File: src/rtl/inta_sequencer_if.sv
// Handshake/bus bundle between the interrupt sequencer and its surroundings.
// The aeoi_mode signal exists only when INTA_AEOI_EN is defined.
interface inta_sequencer_if;
  logic [7:0] irr;
  logic       inta_n;
  logic [4:0] icw2_vec;
  logic       eoi;
`ifdef INTA_AEOI_EN
  logic       aeoi_mode;
`endif
  logic       int_o;
  logic [7:0] isr;
  logic [7:0] irr_clr;
  logic [7:0] data_out;
  logic       data_oe;
  logic [2:0] cur_level;

  // Environment side: request register, control logic and CPU.
  modport master (
`ifdef INTA_AEOI_EN
    output aeoi_mode,
`endif
    output irr, inta_n, icw2_vec, eoi,
    input  int_o, isr, irr_clr, data_out, data_oe, cur_level
  );

  // Sequencer side.
  modport slave (
`ifdef INTA_AEOI_EN
    input  aeoi_mode,
`endif
    input  irr, inta_n, icw2_vec, eoi,
    output int_o, isr, irr_clr, data_out, data_oe, cur_level
  );
endinterface

File: src/rtl/inta_sequencer.sv
// 8-level priority resolver and two-pulse INTA vector sequencer.
// Optional auto-EOI is enabled by defining INTA_AEOI_EN (adds aeoi_mode).
module inta_sequencer (
  input  logic             clk,
  input  logic             rst_n,
  inta_sequencer_if.slave  bus
);

  typedef enum logic [1:0] {
    S_IDLE = 2'd0,
    S_REQ  = 2'd1,
    S_ACK1 = 2'd2,
    S_ACK2 = 2'd3
  } state_t;

  state_t     state_q, state_nx;
  logic       inta_q;
  logic       int_q, int_nx;
  logic [7:0] isr_q, isr_nx;
  logic [7:0] irr_clr_q, irr_clr_nx;
  logic [7:0] dout_q, dout_nx;
  logic       doe_q, doe_nx;
  logic [2:0] lvl_q, lvl_nx;
  logic       spur_q, spur_nx;

  logic       inta_fall, inta_rise;
  logic [7:0] isr_cum;
  logic [7:0] elig;
  logic       any_elig;
  logic [2:0] hi_lvl;
  logic [7:0] isr_top;
  logic [7:0] isr_set, isr_aeoi_clr;
  logic       aeoi_on;

`ifdef INTA_AEOI_EN
  assign aeoi_on = bus.aeoi_mode;
`else
  assign aeoi_on = 1'b0;
`endif

  assign inta_fall = inta_q & ~bus.inta_n;
  assign inta_rise = ~inta_q & bus.inta_n;

  // isr_cum[i] is set when any isr bit of equal or higher priority is set,
  // which blocks request i; isr_top isolates the highest-priority isr bit.
  always_comb begin
    isr_cum[0] = isr_q[0];
    for (int i = 1; i < 8; i++) isr_cum[i] = isr_cum[i-1] | isr_q[i];
  end

  assign elig     = bus.irr & ~isr_cum;
  assign any_elig = |elig;
  assign isr_top  = isr_q & ~{isr_cum[6:0], 1'b0};

  always_comb begin
    hi_lvl = 3'd0;
    for (int i = 7; i >= 0; i--) begin
      if (elig[i]) hi_lvl = 3'(i);
    end
  end

  // NOTE: every output of this block gets a default before the case so no
  // path leaves a variable unassigned, which would otherwise infer a latch.
  always_comb begin
    state_nx     = state_q;
    int_nx       = int_q;
    lvl_nx       = lvl_q;
    spur_nx      = spur_q;
    irr_clr_nx   = 8'h00;
    dout_nx      = dout_q;
    doe_nx       = doe_q;
    isr_set      = 8'h00;
    isr_aeoi_clr = 8'h00;

    unique case (state_q)
      S_IDLE: begin
        if (any_elig) begin
          state_nx = S_REQ;
          int_nx   = 1'b1;
          lvl_nx   = hi_lvl;
        end
      end

      S_REQ: begin
        if (inta_fall) begin
          state_nx = S_ACK1;
          if (any_elig) begin
            lvl_nx     = hi_lvl;
            isr_set    = 8'h01 << hi_lvl;
            irr_clr_nx = 8'h01 << hi_lvl;
            spur_nx    = 1'b0;
          end else begin
            lvl_nx  = 3'd7;
            spur_nx = 1'b1;
          end
        end else if (any_elig) begin
          lvl_nx = hi_lvl;
        end
      end

      S_ACK1: begin
        if (inta_rise) state_nx = S_ACK2;
      end

      S_ACK2: begin
        // doe_q distinguishes waiting for the second pulse from driving it.
        if (!doe_q && inta_fall) begin
          doe_nx  = 1'b1;
          dout_nx = {bus.icw2_vec, lvl_q};
          int_nx  = 1'b0;
        end else if (doe_q && inta_rise) begin
          doe_nx   = 1'b0;
          dout_nx  = 8'h00;
          state_nx = S_IDLE;
          if (aeoi_on && !spur_q) isr_aeoi_clr = 8'h01 << lvl_q;
        end
      end

      default: state_nx = S_IDLE;
    endcase

    // EOI acts on the pre-set isr value, so a same-cycle set survives.
    isr_nx = (isr_q & ~(bus.eoi ? isr_top : 8'h00) & ~isr_aeoi_clr) | isr_set;
  end

  // NOTE: state registers use non-blocking assignments so every flop samples
  // pre-edge values regardless of statement order.
  always_ff @(posedge clk or negedge rst_n) begin
    if (!rst_n) begin
      state_q   <= S_IDLE;
      inta_q    <= 1'b1;
      int_q     <= 1'b0;
      isr_q     <= 8'h00;
      irr_clr_q <= 8'h00;
      dout_q    <= 8'h00;
      doe_q     <= 1'b0;
      lvl_q     <= 3'd0;
      spur_q    <= 1'b0;
    end else begin
      state_q   <= state_nx;
      inta_q    <= bus.inta_n;
      int_q     <= int_nx;
      isr_q     <= isr_nx;
      irr_clr_q <= irr_clr_nx;
      dout_q    <= dout_nx;
      doe_q     <= doe_nx;
      lvl_q     <= lvl_nx;
      spur_q    <= spur_nx;
    end
  end

  assign bus.int_o     = int_q;
  assign bus.isr       = isr_q;
  assign bus.irr_clr   = irr_clr_q;
  assign bus.data_out  = dout_q;
  assign bus.data_oe   = doe_q;
  assign bus.cur_level = lvl_q;

  a_irr_clr_onehot: assert property (@(posedge clk) disable iff (!rst_n)
    $onehot0(irr_clr_q));
  a_oe_only_ack2: assert property (@(posedge clk) disable iff (!rst_n)
    doe_q |-> (state_q == S_ACK2));

endmodule

File: src/flat_wrapper.sv
// flat-port wrapper written by rule: the top's interface ports become plain ports
module inta_sequencer_flat 
  (clk, rst_n, bus_irr, bus_inta_n, bus_icw2_vec, bus_eoi, bus_int_o, bus_isr, bus_irr_clr, bus_data_out, bus_data_oe, bus_cur_level);
  inta_sequencer_if bus_i ();
  input  logic clk;
  input  logic rst_n;
  input wire logic [$bits(bus_i.irr)-1:0] bus_irr;
  input wire logic [$bits(bus_i.inta_n)-1:0] bus_inta_n;
  input wire logic [$bits(bus_i.icw2_vec)-1:0] bus_icw2_vec;
  input wire logic [$bits(bus_i.eoi)-1:0] bus_eoi;
  output wire logic [$bits(bus_i.int_o)-1:0] bus_int_o;
  output wire logic [$bits(bus_i.isr)-1:0] bus_isr;
  output wire logic [$bits(bus_i.irr_clr)-1:0] bus_irr_clr;
  output wire logic [$bits(bus_i.data_out)-1:0] bus_data_out;
  output wire logic [$bits(bus_i.data_oe)-1:0] bus_data_oe;
  output wire logic [$bits(bus_i.cur_level)-1:0] bus_cur_level;
  assign bus_i.irr = bus_irr;
  assign bus_i.inta_n = bus_inta_n;
  assign bus_i.icw2_vec = bus_icw2_vec;
  assign bus_i.eoi = bus_eoi;
  assign bus_int_o = bus_i.int_o;
  assign bus_isr = bus_i.isr;
  assign bus_irr_clr = bus_i.irr_clr;
  assign bus_data_out = bus_i.data_out;
  assign bus_data_oe = bus_i.data_oe;
  assign bus_cur_level = bus_i.cur_level;
  inta_sequencer u_core (.clk(clk), .rst_n(rst_n), .bus(bus_i));
endmodule
File: config.mk
export PLATFORM = sky130hd
export DESIGN_NAME = inta_sequencer_flat
export DESIGN_NICKNAME = d
export VERILOG_FILES = /design/src/rtl/inta_sequencer_if.sv /design/src/rtl/inta_sequencer.sv /design/src/flat_wrapper.sv
export SDC_FILE = /design/constraint.sdc
export NUM_CORES = 1
export LEC_CHECK = 0
export BUFFER_PORTS_ARGS = -buffer_cell sky130_fd_sc_hd__buf_2
export CELL_PAD_IN_SITES_DETAIL_PLACEMENT = 2
export CELL_PAD_IN_SITES_GLOBAL_PLACEMENT = 2
export CORE_UTILIZATION = 33
export DETAILED_ROUTE_END_ITERATION = 10
export PLACE_DENSITY_LB_ADDON = 0.1
export SETUP_SLACK_MARGIN = 0.4
export SYNTH_ARGS = -nofsm -noshare
export SYNTH_HDL_FRONTEND = slang
export SYNTH_SLANG_ARGS = --single-unit
File: constraint.sdc
create_clock -name clk -period 3.65 [get_ports clk]
set_input_delay 0.73 -clock clk [delete_from_list [all_inputs] [get_ports clk]]
set_output_delay 0.73 -clock clk [all_outputs]
set_load 0.03 [all_outputs]
==> impl_metrics.env, run 1 <==
export IMPL_status="finished, violations left"
export IMPL_violations="design-rule violations"
export IMPL_ys_seq_area_frac=0.5059
export IMPL_area_growth_pct=23.76
export IMPL_worstPathMaxFanout=8
export IMPL_max_freq_mhz=487.3
export IMPL_cts_htree_levels=2
export IMPL_switching_share=0.3875
export IMPL_synth_ff_type="dfrtp_1"
export IMPL_die_w_um=71.31
export IMPL_ys_ff_latch=32
export IMPL_synth_cells=160
export IMPL_via_per_inst=5.558
export IMPL_grt_max_degree=33
export IMPL_mappedNetlistArea_um2=1585
export IMPL_min_path_type="in -> async"
export IMPL_remaining_drc_errors=4
export IMPL_cp_start_kind="register"
export IMPL_cts_buffers=5
export IMPL_cts_setup_buffers=0
export IMPL_start_util=0.3543
export IMPL_antenna_left=0
export IMPL_fin_crit_sh=0.5622
export IMPL_core_region_area_um2=4474
export IMPL_cts_sinks=32
export IMPL_grt_overflow=0
export IMPL_ys_warn_count=0
export IMPL_dr_total_vias=1445
export IMPL_tns_ns=0
export IMPL_comb_power_share=0.369
export IMPL_power_uw=1245
export IMPL_drv_cap=0
export IMPL_cts_clk_slew_worst_paths_ns=0.07
export IMPL_fillers=491
export IMPL_numPortBuffers=45
export IMPL_place_gp_congestion=0.7485
export IMPL_maxSlewHeadroom=0.3505
export IMPL_rows=24
export IMPL_synth_edff_count=0
export IMPL_drtIter0Drc=55
export IMPL_cts_hold_buf=0
export IMPL_grt_pass1_wl_um=7859
export IMPL_die_y_um=71.31
export IMPL_finalSetupViolations=0
export IMPL_first_pass_iters=7
export IMPL_drive_above_1_share=0.2885
export IMPL_wl_um=4612
export IMPL_hold_violations=0
export IMPL_cts_resized=0
export IMPL_p_leak_uw=0.0009813
export IMPL_cts_tree="yes"
export IMPL_intPower_uw=762.4
export IMPL_cp_arrival_ns=2.26
export IMPL_fin_nets=228
export IMPL_wl_per_cell_um=17.74
export IMPL_ys_types=43
export IMPL_pwr_density_cell_nw_per_um2=634.4
export IMPL_grt_pass1_vias=1571
export IMPL_rsz0062_at_grt="false"
export IMPL_diodes=0
export IMPL_slew_violations=0
export IMPL_p_clk_frac=0.269
export IMPL_vdd_drop_max_v=0.0004394
export IMPL_dp_hpwl_um=3507
export IMPL_grt_usage=0.2030
export IMPL_postSynthAreaPerCell_um2=9.908
export IMPL_fin_skew_ns=0.004629
export IMPL_root_buffer="clkbuf_8"
export IMPL_worst_setup_path_end_kind="register"
export IMPL_tightest_slew_ns=0.9668
export IMPL_die_area_um2=5085
export IMPL_path_class="reg -> reg"
export IMPL_required_ns=3.86
export IMPL_io_pins=46
export IMPL_synth_nets=181
export IMPL_fin_crit_ns=2.052
export IMPL_seqPwrFrac=0.363
export IMPL_power_switching_uw=482.3
export IMPL_synthArstFlopShare=1.000
export IMPL_cts_path_max_buffers=2
export IMPL_insertion_delay_ns=0.29
export IMPL_antenna_found_initial=0
-- layout by cell type (no fill, tap or decap), types with 2 or more instances in the layout --
cell / count
nor4b_1: 2
o22ai_1: 11
a31oi_1: 2
dfrtp_1: 31
nand2_1: 16
ha_1: 4
nor2b_1: 3
and3_1: 2
a21oi_1: 13
o21ai_0: 7
nand3_1: 3
a21o_1: 2
buf_2: 45
nor3_1: 7
inv_1: 10
o311a_1: 2
nor2_1: 11
nand2b_1: 2
o31ai_1: 2
a32o_1: 2
clkbuf_8: 5
nand4_1: 2
-- sequential cells by signal (all words and copies together) (netlist names) --
name and count:
u_core.bus.int_o 1, u_core.bus.irr_clr 8, u_core.bus.data_oe 1, u_core.bus.cur_level 3, u_core.bus.data_out 8, u_core.bus.isr 8, u_core.inta_q 1, u_core.state_q 2
-- worst max-delay path, cell delays in order (launching register included) --
cell and delay [ns]:
dfrtp_1 0.41, ha_1 0.28, inv_1 0.11, nor3_1 0.79, o22ai_1 0.21, a21oi_1 0.17
-- per-stage QoR --
step	utilization	cells	setup slack, ns	instance area (µm²)	hold slack, ns
CTS	0.4385	260	1.547	1962	0.5143
global route	0.4385	260	1.365	1962	0.5538
detailed placement	0.4144	252	1.338	1854	0.5459
finish	0.4385	260	1.598	1962	0.4960
floorplan	-	160	1.585	1585	0.4344
global placement	0.4144	252	1.380	1854	0.5240
-- Yosys cell counts, types with 2 or more instances --
master	n	area, µm²
clkbuf_1	3	11.26
nand2b_1	2	12.51
nand2_1	16	60.06
a21o_1	2	15.01
nor3_1	7	35.03
inv_1	10	37.54
nand4_1	2	12.51
o311a_1	2	20.02
buf_2	2	10.01
nor4b_1	2	17.52
o22ai_1	11	68.82
ha_1	4	50.05
and3_1	2	12.51
a21oi_1	13	65.06
a32o_1	2	20.02
o21ai_0	7	35.03
nor2_1	11	41.29
a31oi_1	2	12.51
nand3_1	3	15.01
nor2b_1	3	18.77
o31ai_1	2	15.01
dfrtp_1	31	775.7
-- power by group through the flow --
stage,Combinational (µW),Clock [µW],Sequential (µW)
3_5_place_dp,455,0,459
2_1_floorplan,266,0,509
3_3_place_gp,433,0,451
5_1_grt,509,361,460
4_1_cts,464,345,452
6_report,459,334,452
-- metal layers --
metal / vias to the layer above / routed length (µm) / part of all wire / track usage
met5: - / 0 / 0 / 0
met4: 0 / 42 / 0.0091 / 0.05111
met3: 4 / 144 / 0.031 / 0.05204
met2: 24 / 2376 / 0.52 / 0.3407
met1: 730 / 2048 / 0.44 / 0.2622
li1: 687 / - / - / -
-- logic make-up after synthesis --
kind of cell | after synthesis | share of synthesized area
mux | 1 | 0.007103
flops | 32 | 0.5059
fa+ha+maj | 4 | 0.03157
compound gates | 53 | 0.2384
simple gates | 55 | 0.1800
buf+inv | 15 | 0.03710
-- final timing paths --
path                                               startpoint  cells past startpoint  slack [ns]                                 end
hold / removal                                          rst_n                      1        0.50         u_core.bus.isr[6]$_DFF_PN0_
setup / recovery                u_core.state_q[0]$_DFFE_PN0P_                      5        1.60  u_core.bus.data_out[3]$_DFFE_PN0P_
setup reg to reg                u_core.state_q[0]$_DFFE_PN0P_                      5        1.60  u_core.bus.data_out[3]$_DFFE_PN0P_
max in group asynchronous                               rst_n                      1        2.68         u_core.bus.isr[2]$_DFF_PN0_
min in group clk           u_core.bus.data_out[7]$_DFFE_PN0P_                      2        0.55  u_core.bus.data_out[7]$_DFFE_PN0P_
hold reg to reg            u_core.bus.data_out[7]$_DFFE_PN0P_                      2        0.55  u_core.bus.data_out[7]$_DFFE_PN0P_
-- final cells by class --
class,instances,area [µm²],area share
Sequential cell,32,802.0,0.4088
Inverter,10,37.54,0.01913
Tap cell,52,65.06,0.03316
Timing Repair Buffer,45,225.2,0.1148
Multi-Input combinational cell,113,724.4,0.3693
Clock inverter,2,35.03,0.01786
Clock buffer,6,72.57,0.03699
No activity file was read; power rests on OpenSTA's default activity.
==> run 2: changes to the inputs <==
- CORE_UTILIZATION: 33 -> 28
- clock period: 3.65 -> 1.7 ns (I/O delays scaled with it)
==> run 2 against run 1 <==
  * Total power grew to 2.8 times the previous value
  * The run ends with design-rule violations, negative setup slack left
  * Clock power is 88% higher
  * Worst setup slack worse by 1.8 ns
  * Sequential power is 120% higher
  * Via count is 22% higher
  * Largest cell class is now multi-input combinational cells
  * Cell count is 28% higher
==> impl_metrics.env, run 2 (synthesis results as in run 1) <==
export IMPL_dp_hpwl_um=4064
export IMPL_grt_max_degree=33
export IMPL_reg2reg_to="u_core.bus.isr[4]$_DFF_PN0_"
export IMPL_dr_total_vias=1756
export IMPL_final_setup_worst_slack_ns=-0.2304
export IMPL_via_per_inst=5.289
export IMPL_violations="design-rule violations, negative setup slack"
export IMPL_grt_pass1_wl_um=10110
export IMPL_fin_crit_ns=1.930
export IMPL_ff2ff_path_depth=5
export IMPL_worstReg2RegStart="u_core.bus.isr[2]$_DFF_PN0_"
export IMPL_maxSlewHeadroom=0.7075
export IMPL_fin_crit_sh=1.136
export IMPL_drv_cap=0
export IMPL_cts_htree_levels=2
export IMPL_p_leak_uw=0.001338
export IMPL_area_growth_pct=80.66
export IMPL_final_common_cell="buf_2"
export IMPL_die_y_um=77.25
export IMPL_insertion_delay_ns=0.29
export IMPL_die_w_um=77.25
export IMPL_worst_setup_path_end_kind="register"
export IMPL_pwr_density_cell_nw_per_um2=1225
export IMPL_cts_buffers=5
export IMPL_cp_arrival_ns=2.10
export IMPL_die_area_um2=5967
export IMPL_post_route_util=0.5233
export IMPL_slew_violations=0
export IMPL_cts_path_max_buffers=2
export IMPL_p_clk_frac=0.179
export IMPL_required_ns=1.87
export IMPL_drtIter0Drc=76
export IMPL_diodes=0
export IMPL_fin_skew_ns=0.006814
export IMPL_antenna_left=0
export IMPL_min_path_type="in -> async"
export IMPL_place_inst=305
export IMPL_power_switching_uw=1454
export IMPL_grt_overflow=0
export IMPL_drive_above_1_share=0.6346
export IMPL_antenna_found_initial=0
export IMPL_grt_pass1_vias=1869
export IMPL_fillers=574
export IMPL_wl_um=7585
export IMPL_cts_clk_slew_worst_paths_ns=0.07
export IMPL_hold_violations=0
export IMPL_place_gp_congestion=0.7848
export IMPL_hold_ws_ns=0.07466
export IMPL_rows=27
export IMPL_switching_share=0.4144
export IMPL_io_pins=46
export IMPL_layout_common_cells="36 x buf_2, 30 x buf_4, 28 x buf_6"
export IMPL_fin_cells=332
export IMPL_start_util=0.2897
export IMPL_regArea_um2=812.0
export IMPL_first_pass_iters=7
export IMPL_cts_tree="yes"
export IMPL_pre_cts_ws_ns=-0.1890
export IMPL_max_freq_mhz=518.0
export IMPL_wl_per_cell_um=22.85
export IMPL_worstPathMaxFanout=8
export IMPL_status="finished, violations left"
export IMPL_remaining_drc_errors=2
export IMPL_fin_nets=280
export IMPL_core_region_area_um2=5473
export IMPL_intPower_uw=2055
export IMPL_multi_input_area_um2=1069
export IMPL_path_class="reg -> reg"
export IMPL_vdd_drop_max_v=0.0006965
export IMPL_tightest_slew_ns=0.4387
export IMPL_cp_start_kind="register"
export IMPL_dpl_cell_area_um2=2211
export IMPL_numPortBuffers=45
export IMPL_grt_usage=0.2226
export IMPL_cts_hold_buf=0
export IMPL_rrSetupSlack_ns=-0.23
export IMPL_cts_sinks=32
export IMPL_final_cell_area_um2=2864
export IMPL_finalSetupViolations=21
export IMPL_root_buffer="clkbuf_8"
export IMPL_seqPwrFrac=0.286
export IMPL_comb_power_share=0.535
export IMPL_rsz0062_at_grt="true"
run 2: power groups by stage:
stage | clock network, µW | registers [µW] | logic, µW
5_1_grt | 664 | 1020 | 1990
2_1_floorplan | 0 | 1110 | 614
3_3_place_gp | 0 | 973 | 1180
4_1_cts | 627 | 980 | 1540
3_5_place_dp | 0 | 990 | 1250
6_report | 628 | 1000 | 1880
run 2: worst max-delay path: stages (launching register included):
cell     delay, ns
dfrtp_2       0.45
nor3_4        0.26
nand3_1       0.16
o41ai_4       0.40
nand2_2       0.21
a32o_2        0.33
run 2: routing by layer:
layer	routed length, µm	part of all wire	global-route usage
met1	3211	0.42	0.2658
met5	0	0	0
met3	243	0.032	0.04167
met4	173	0.023	0.06038
met2	3956	0.52	0.4035
run 2: area by class of cell:
cell class                 instances  area share
tap                               72     0.03145
sequential                        32      0.2835
multi-input combinational        113      0.3731
inverter                          10     0.01398
timing repair buffer              97      0.2665
clock buffer                       8     0.03145
run 2: worst max path at each step:
stage | startpoint | end | slack, ns
after CTS | u_core.bus.isr[0]$_DFF_PN0_ | u_core.state_q[1]$_DFFE_PN0P_ | -0.11
after detailed placement | bus_irr[7] | u_core.bus.isr[6]$_DFF_PN0_ | -0.19
after global placement | bus_irr[7] | u_core.bus.isr[6]$_DFF_PN0_ | -0.08
after global routing | u_core.bus.isr[2]$_DFF_PN0_ | u_core.bus.irr_clr[6]$_DFF_PN0_ | -0.29
final | u_core.bus.isr[2]$_DFF_PN0_ | u_core.bus.isr[4]$_DFF_PN0_ | -0.23
after floorplan | u_core.bus.isr[1]$_DFF_PN0_ | u_core.state_q[1]$_DFFE_PN0P_ | -0.16
run 2: through the flow:
| step | total power [µW] | TNS, ns |
|---|---|---|
| 6_report | 3508 | -2.621 |
| 5_1_grt | 3676 | -3.862 |
| 4_1_cts | 3149 | -0.7756 |
| 3_5_place_dp | 2241 | -1.514 |
| 3_3_place_gp | 2152 | -0.3472 |
| 2_1_floorplan | 1728 | -0.5965 |
run 2: timing repair:
| action | 4_1_cts | 5_1_grt |
|---|---|---|
| pin swaps | 11 | 15 |
| buffers inserted | 7 | 11 |
| setup endpoints to repair | 37 | 37 |
| resized for setup | 48 | 47 |
| gates cloned | 0 | 1 |
